$ cat config.mk
export PLATFORM = sky130hd
export DESIGN_NAME = add_sub_serial_p
export DESIGN_NICKNAME = d
export VERILOG_FILES = /design/src/rtl/add_sub_serial_p.sv
export SDC_FILE = /design/constraint.sdc
export NUM_CORES = 1
export LEC_CHECK = 0
export CAP_MARGIN = 10
export CORE_AREA = 2 2 61 63
export CTS_CLUSTER_SIZE = 25
export DETAILED_ROUTE_END_ITERATION = 6
export DIE_AREA = 0 0 63 65
export HOLD_SLACK_MARGIN = 0.12
export PLACE_DENSITY = 0.85
export SETUP_SLACK_MARGIN = 0.1
export SLEW_MARGIN = 5
export SYNTH_ARGS = -nofsm -noshare
export SYNTH_HDL_FRONTEND = slang
export SYNTH_SLANG_ARGS = --single-unit
$ cat constraint.sdc
create_clock -name clk -period 3.4 [get_ports clk]
set_input_delay 0.68 -clock clk [delete_from_list [all_inputs] [get_ports clk]]
set_output_delay 0.68 -clock clk [all_outputs]
set_load 0.03 [all_outputs]
$ cat src/rtl/add_sub_serial_p.sv
// Digit-serial adder/subtractor with masked operand capture.
// Processes DIGIT bits per cycle, LSB digit first, after an optional setup delay.
module add_sub_serial_p #(
   parameter int unsigned WIDTH = 8,
   parameter int unsigned DIGIT = 1,
   parameter int unsigned PRE_CYCLES = 1,
   parameter logic [WIDTH-1:0] A_MASK = '0,
   parameter logic [WIDTH-1:0] B_MASK = '0
) (
   input  logic             clk,
   input  logic             rst,
   input  logic             start,
   input  logic [WIDTH-1:0] a,
   input  logic [WIDTH-1:0] b,
   input  logic             sub,
   input  logic             cin,
   output logic [WIDTH-1:0] out,
   output logic             cout,
   output logic             ovf,
   output logic             busy,
   output logic             done
);

   localparam int unsigned N  = WIDTH / DIGIT;
   localparam int unsigned CW = $clog2(N + 16);
   localparam logic [CW-1:0] N_LAST = CW'(N - 1);
   localparam logic [CW-1:0] PRE_LAST =
      CW'((PRE_CYCLES == 0) ? 0 : PRE_CYCLES - 1);

   typedef enum logic [1:0] {
      S_IDLE,
      S_SETUP,
      S_ADD,
      S_DONE
   } state_t;

   state_t state, state_nx;
   logic [CW-1:0] count, count_nx;
   logic accept;

   logic [WIDTH-1:0] a_reg, b_reg;
   logic carry;
   logic [DIGIT:0] s;
   logic msb_cin;
   logic [WIDTH-1:0] out_nx;

   // state and step counter register
   always_ff @(posedge clk or posedge rst) begin
      if (rst) begin
         state <= S_IDLE;
         count <= '0;
      end else begin
         state <= state_nx;
         count <= count_nx;
      end
   end

   // next-state, counter and accept decode
   always_comb begin
      state_nx = state;
      count_nx = count;
      accept   = 1'b0;
      unique case (state)
         S_IDLE, S_DONE: begin
            if (start) begin
               accept   = 1'b1;
               count_nx = '0;
               state_nx = (PRE_CYCLES == 0) ? S_ADD : S_SETUP;
            end
         end
         S_SETUP: begin
            if (count == PRE_LAST) begin
               state_nx = S_ADD;
               count_nx = '0;
            end else begin
               count_nx = count + 1'b1;
            end
         end
         S_ADD: begin
            if (count == N_LAST) begin
               state_nx = S_DONE;
               count_nx = '0;
            end else begin
               count_nx = count + 1'b1;
            end
         end
         default: begin
            state_nx = S_IDLE;
            count_nx = '0;
         end
      endcase
   end

   // one digit of the sum; the top sum bit recovers the carry into the MSB
   always_comb begin
      s = {1'b0, a_reg[DIGIT-1:0]}
        + {1'b0, b_reg[DIGIT-1:0]}
        + {{DIGIT{1'b0}}, carry};
      msb_cin = s[DIGIT-1] ^ a_reg[DIGIT-1] ^ b_reg[DIGIT-1];
      out_nx = (out >> DIGIT)
             | (WIDTH'(s[DIGIT-1:0]) << (WIDTH - DIGIT));
   end

   // operand capture and serial datapath
   always_ff @(posedge clk or posedge rst) begin
      if (rst) begin
         a_reg <= '0;
         b_reg <= '0;
         carry <= 1'b0;
         out   <= '0;
         cout  <= 1'b0;
         ovf   <= 1'b0;
      end else if (accept) begin
         a_reg <= a ^ A_MASK;
         b_reg <= (b ^ B_MASK) ^ {WIDTH{sub}};
         carry <= cin ^ sub;
         out   <= '0;
         cout  <= 1'b0;
         ovf   <= 1'b0;
      end else if (state == S_ADD) begin
         a_reg <= a_reg >> DIGIT;
         b_reg <= b_reg >> DIGIT;
         carry <= s[DIGIT];
         out   <= out_nx;
         if (count == N_LAST) begin
            cout <= s[DIGIT];
            ovf  <= msb_cin ^ s[DIGIT];
         end
      end
   end

   assign busy = (state == S_SETUP) || (state == S_ADD);
   assign done = (state == S_DONE);

endmodule

* Word level (Yosys, flattened, before mapping)
Index checks and enable logic that the tools add are counted.
** Storage, ports and cells
- Bits in registers :: 34
- Word-level logic and storage cells :: 56
- Output and inout bits :: 12
** Cells by class
- Equality and inequality tests :: 7
- Reduce and logical (&&, ||, !) cells :: 8
- $add $sub $neg :: 3
- Bitwise operators :: 6
- Mux-type cells :: 24
** Operator list (count)
- two-way mux 8 bit :: 6
- two-way mux 5 bit :: 3
- one-hot mux 5 bit (3 select lines) :: 1
- two-way mux 1 bit :: 10
- OR 7 x 8 -> 8 bit :: 1
- XOR 8 bit :: 1
- two-way mux 2 bit :: 3
- != test 2 bit (second input constant) :: 3
- one-hot mux 2 bit (3 select lines) :: 1
- adder 5 x 1 -> 5 bit (second input constant) :: 1
- == test 5 x 3 -> 1 bit (second input constant) :: 1
- logical NOT 5 bit :: 1
- == test 2 bit (second input constant) :: 2
- nonzero test 2 bit :: 2
- XOR 1 bit :: 4
- AND reduction 3 bit :: 1
- adder 1 x 1 -> 2 bit :: 1
- adder 2 x 1 -> 2 bit :: 1
- == test 2 x 1 -> 1 bit (second input constant) :: 1
- logical NOT 2 bit :: 1
- AND reduction 2 bit :: 1
- OR reduction 2 bit :: 1
- logical OR 1 bit :: 1

* Logic depth before layout (Yosys ltp)
Gate-level depths: netlist (run 1).
- Depth in word-level cells :: 8
- Depth in mapped cells :: 7
- Mapped depth without buffers :: 5

* Worst setup path after synthesis (run 1)
OpenSTA, ideal clock, no wires.
- Path type :: reg2out
- From :: register state[0]
- To :: output busy
- Required time :: 2720 ps
- Buffers on the path :: 0
- Cell stages (with the launch flop) :: 4
- Slack :: 1651 ps
- Arrival time :: 1069 ps
- Cells stage by stage :: dfrtp_1 inv_1 ha_1 inv_1
** Between the ends
- Word-level cells in the longest chain between the ends :: 2
- Elaborated cells between the ends (all ways) :: 3
- Classes of those cells :: 2 x eq/ne; 1 x reduce/logical
** RTL lines
- start, declared :: line 37 : state_t state, state_nx;
- start signal, assigned :: line 53 : state <= state_nx;
- == test 2 x 1 -> 1 bit or == test 2 bit (tied branches) :: line 132 : assign busy = (state == S_SETUP) || (state == S_ADD);
- logical OR 1 bit * :: line 132
- end, declared :: line 20 : output logic busy,
Every way passes the cells marked *; elsewhere a longest branch is shown, timed or not.

* Final worst setup path (run 1)
Same ends and word-level chain as after synthesis.

==> flow_metrics.tcl, run 1 <==
set metrics [dict create \
    status "finished clean" \
    synth_edf_count 0 \
    critPathCaptureType "output port" \
    finalHoldViolCount 0 \
    min_path_type "reg -> reg" \
    p_per_area_nw_per_um2 792 \
    post_cts_buffers 0 \
    synth_top_area_cell "dfrtp_1" \
    synth_nets 205 \
    nets 238 \
    synth_commonest_cells "dfrtp_1, mux2i_1, nand2_1" \
    ys_ff_latch 34 \
    cts_num_sinks 34 \
    hold_buffers 0 \
    power_frac_seq_pct 35.7 \
    die_h_microns 65 \
    syn_area_sq_um 1800 \
    vias 1330 \
    overflow 0 \
    die_area_sq_um 4100 \
    highest_layer "met4" \
    cts_made_buffers 5 \
    clk_pin_slew_ps 100 \
    core_area_sq_um 3500 \
    worstPathArrival_ps 2040 \
    fin_crit_ps 2720 \
    p_clk_share_pct 13.1 \
    postSynthCellCount 177 \
    totalWireLength_mm 3.24 \
    fin_util_pct 63.7 \
    grt_max_degree 23 \
    yosysWarnings 0 \
    syn2layout_area_growth_pct 23.8 \
    die_w_microns 63 \
    clk_latency_ps 330 \
    tightest_slew_ps 763 \
    internal_power_uw 1050 \
    gp_congestion 0.898 \
    grt_usage_pct 18.4 \
    drive_gt1_share_pct 7.11 \
    setup_viol 0 \
    drt_pass1_iterations 4 \
    synth_cell_types 33 \
    yosysTopAreaCellShare_pct 47.3 \
    p_leak_uw 0.000970 \
    cts_resized 0 \
    vias_per_cell 5.14 \
    cts_root_buf "clkbuf_4" \
    htreeDepth 2 \
    cp_data_required_time_ps 2720 \
    grt_pass1_wl_mm 5.76 \
    antenna_found_initial 0 \
    drc 0 \
    fin_skew_ps 4.98 \
    clk_path_buf_depth 2 \
    swShare_pct 40.6 \
    start_util_pct 51.5 \
    final_antenna_net_count 0 \
    finalCritPeriodShare_pct 80.0 \
    dpl.hpwl_mm 2.49 \
    vdd_drop_max_uv 406 \
    synth_area_leaders "dfrtp_1, mux2i_1, nand2_1" \
    maxCapViolCount 0 \
    grt_pass1_vias 1296 \
    fillers 306 \
    ys_seq_area_share_pct 47.3 \
    comb_power_share_pct 51.2 \
    drtIter0Drc 80 \
    fmax_mhz 368 \
    async_flop_share_pct 100 \
    wl_per_cell_microns 12.5 \
    synth_most_common_cell "dfrtp_1" \
    rsz0062_at_grt "false" \
    ios 33 \
    dr_wl_met3_microns 136 \
    num_rows 22 \
    wl_met1_mm 1.49 \
    switchingPower_uw 717 \
    seqCellArea_sq_um 851 \
    drv_slew 0 \
    multiInputGateArea_sq_um 857 \
    startpoint_type "flop" \
    cts_tree "yes" \
    cp_max_fo 8 \
    synth_ff_type "dfrtp_1" \
    route.met2.wl_mm 1.56 \
    io_buffer_count 32 \
    critPathKind "reg -> out" \
    syn_area_per_cell_sq_um 10.2 \
    antennaDiodeCount 0 \
    slew_headroom_pct 49.1 \
    fin_setup_tns_ps 0 \
]
## area by class of cell
type	instances	area share (%)
Inverter	13	2.19
Clock buffer	7	2.47
Sequential cell	34	38.2
Timing Repair Buffer	36	15.7
Clock inverter	1	0.225
Tap cell	48	2.70
Multi-Input combinational cell	120	38.5
## per-layer routing
metal	up-vias	track usage, %
li1	666	-
met3	6	5.73
met5	-	0
met2	31	30.1
met1	627	23.0
met4	0	6.67
## cells by family after synthesis
kind of cell | synth area share [%]
AOI/OAI and AO/OA | 11.8
and+or+nand+nor | 11.5
DFF | 47.3
muxes | 12.8
adders and majority gates | 5.29
buffers and inverters | 5.08
xor gates and xnor gates | 6.33
## worst paths after layout
check                              start       end  slack [ps]  depth (start not counted)
worst max-delay path            state[0]      busy         680                          4
max in group asynchronous            rst  b_reg[0]        1940                          3
worst min-delay path            a_reg[7]  a_reg[7]         530                          2
min in group asynchronous            rst  count[1]         780                          2
worst max register to register  state[0]  b_reg[4]        1440                          5
worst min register to register  a_reg[7]  a_reg[7]         530                          2
## metrics by stage
step           setup WS (ps)  power (uW)  hold WS (ps)  std cells  area (sq um)
5_1_grt                  571        1920           570        259          2230
2_1_floorplan           1650        1320           475        177          1800
6_report                 681        1760           525        259          2230
3_5_place_dp            1030        1550           505        251          2170
4_1_cts                  666        1790           530        259          2230
3_3_place_gp            1060        1520           495        251          2170
## critical path, cell delays in order, from the launching register on
cell,delay (ps)
dfrtp_1,400
inv_1,70
ha_1,370
inv_1,170
clkdlybuf4s50_1,690
## power by group through the flow
stage          Clock, uW  Sequential, uW  Combinational (uW)
6_report             231             631                 903
5_1_grt              257             650                1010
4_1_cts              240             633                 916
3_3_place_gp           0             634                 883
3_5_place_dp           0             642                 912
2_1_floorplan          0             655                 664
## cells in the final DEF, fill, tap and decap left out, types with 2 or more instances in the layout
| cell type | instances |
|---|---|
| dfrtp_1 | 34 |
| clkdlybuf4s50_1 | 32 |
| mux2i_1 | 23 |
| nand2_1 | 23 |
| o21ai_0 | 17 |
| inv_1 | 13 |
| nor2_1 | 9 |
| xor2_1 | 9 |
| ha_1 | 6 |
| nand3_1 | 5 |
| clkbuf_4 | 5 |
| xnor2_1 | 4 |
| buf_4 | 4 |
| a21oi_1 | 3 |
| o31ai_1 | 2 |
No activity file was read; power rests on OpenSTA's default activity.
==> run 2: changes to the inputs <==
--- a/config.mk
+++ b/config.mk
@@ -6,12 +6,12 @@
 export NUM_CORES = 1
 export LEC_CHECK = 0
 export CAP_MARGIN = 10
-export CORE_AREA = 2 2 61 63
+export CORE_AREA = 2 2 62 64
 export CTS_CLUSTER_SIZE = 25
 export DETAILED_ROUTE_END_ITERATION = 6
-export DIE_AREA = 0 0 63 65
+export DIE_AREA = 0 0 64 66
 export HOLD_SLACK_MARGIN = 0.12
-export PLACE_DENSITY = 0.85
+export PLACE_DENSITY = 0.83
 export SETUP_SLACK_MARGIN = 0.1
 export SLEW_MARGIN = 5
 export SYNTH_ARGS = -nofsm -noshare
==> constraint.sdc (replaced) <==
create_clock -name clk -period 2.73 [get_ports clk]
set_input_delay 0.546 -clock clk [delete_from_list [all_inputs] [get_ports clk]]
set_output_delay 0.546 -clock clk [all_outputs]
set_load 0.03 [all_outputs]
==> run 2 against run 1 <==
- clock skew rose by 5.3 ps
- combinational power rose by 26%
- critical endpoint unchanged
- critical path depth did not move
- sequential power rose by 24%
- worst hold slack improved by 1.6 ps
- critical path type unchanged
- cell count rose by 0.39%
==> flow_metrics.tcl, run 2 (same netlist as run 1, synthesis figures left out) <==
set metrics [dict create \
    die_h_microns 66 \
    setup_ws_ps 352 \
    drc 0 \
    overflow 0 \
    clk_path_buf_depth 2 \
    cp_common_cell "inv_1" \
    drv_slew 0 \
    drt_pass1_iterations 4 \
    dpl.hpwl_mm 2.40 \
    finalCritPeriodShare_pct 87.1 \
    seqCellArea_sq_um 851 \
    finalHoldViolCount 0 \
    grt_usage_pct 17.4 \
    layout_commonest_cell "dfrtp_1" \
    grt_pass1_vias 1251 \
    grt_pass1_wl_mm 5.65 \
    cp_max_fo 8 \
    cts_tree "yes" \
    fillers 310 \
    totalWireLength_mm 3.19 \
    slowest_delay_ps 420 \
    gp_congestion 0.887 \
    clk_latency_ps 330 \
    die_w_microns 64 \
    fmax_mhz 421 \
    setup_viol 0 \
    die_area_sq_um 4220 \
    ios 33 \
    status "finished clean" \
    htreeDepth 2 \
    place_ws_ps 451 \
    tightest_slew_ps 544 \
    p_leak_uw 0.000976 \
    critPathCaptureType "output port" \
    fin_skew_ps 10.3 \
    nets 239 \
    fin_setup_tns_ps 0 \
    wl_per_cell_microns 12.3 \
    min_path_type "reg -> reg" \
    syn2layout_area_growth_pct 24.3 \
    rsz0062_at_grt "false" \
    critPathKind "reg -> out" \
    drive_gt1_share_pct 8.02 \
    post_cts_buffers 0 \
    vdd_drop_max_uv 432 \
    layout_common_cells "dfrtp_1, clkdlybuf4s50_1, mux2i_1, nand2_1, o21ai_0" \
    worstPathCellList "inv_1, ha_1, inv_1, dlygate4sd2_1" \
    cts_num_sinks 34 \
    startpoint_type "flop" \
    cts_made_buffers 5 \
    antenna_found_initial 0 \
    worstPathArrival_ps 1830 \
    antennaDiodeCount 0 \
    num_rows 22 \
    vias 1305 \
    final_antenna_net_count 0 \
    fin_crit_ps 2380 \
    cp_data_required_time_ps 2180 \
    slowest_stage "dfrtp_1" \
    drtIter0Drc 70 \
    core_area_sq_um 3550 \
    start_util_pct 50.7 \
    cts_resized 1 \
    multiInputGateArea_sq_um 857 \
    grt_max_degree 35 \
    vias_per_cell 5.02 \
    clk_pin_slew_ps 110 \
    cts_root_buf "clkbuf_4" \
    slew_headroom_pct 63.8 \
    io_buffer_count 32 \
    hold_buffers 0 \
    maxCapViolCount 0 \
    p_per_area_nw_per_um2 990 \
]
-- run 2: cell types whose count changed in the layout (fill, tap and decap cells not counted), sizes merged --
cell / before / now
buf: 4 / 5
clkbuf: 7 / 6
clkdlybuf4s50: 32 / 31
clkinvlp: 0 / 1
dlygate4sd2: 0 / 1
-- run 2: power breakdown --
part	internal, uW	switching [uW]	leakage [uW]
Sequential	677	106	0.000439
Combinational	505	634	0.000502
Clock	124	170	0.0000343
Total	1310	910	0.000976
-- run 2: layer usage --
layer	wire (microns)	vias up	global-route usage (%)
met4	32	0	4.89
met1	1520	601	22.4
li1	-	671	-
met3	129	5	5.11
met2	1520	28	28.5
met5	0	-	0
-- run 2: area by class of cell --
class | count | area share, %
multi-input cells | 120 | 38.3
inverters | 13 | 2.18
repair buffers | 37 | 15.9
clock buffers | 6 | 2.29
flip-flops and latches | 34 | 38.0
clock inverters | 2 | 0.559
well taps | 48 | 2.68
-- run 2: worst max-delay path: cells and delay by family, from the launching register on --
family                   cells  cell delay (ps)
buffers and inverters        3              690
flip-flops                   1              420
adder cells (fa/ha/maj)      1              390
-- run 2: metrics by stage --
stage | instances | util [%] | hold slack (ps) | instance area [sq um] | power (uW)
finish | 260 | 63.0 | 527 | 2240 | 2220
global route | 260 | 63.0 | 563 | 2240 | 2410
CTS | 260 | 63.0 | 534 | 2240 | 2240
detailed placement | 252 | 61.2 | 508 | 2170 | 1960
global placement | 252 | 61.2 | 503 | 2170 | 1910
floorplan | 177 | - | 475 | 1800 | 1640
-- run 2: worst paths after layout --
path	cells past startpoint	from	slack [ps]	endpoint
min in group asynchronous	3	rst	600	out[6]
max in group asynchronous	3	rst	1820	a_reg[3]
hold reg to reg	2	out[0]	530	out[0]
setup / recovery	4	state[0]	350	busy
hold / removal	2	out[0]	530	out[0]
setup reg to reg	4	count[0]	860	state[0]
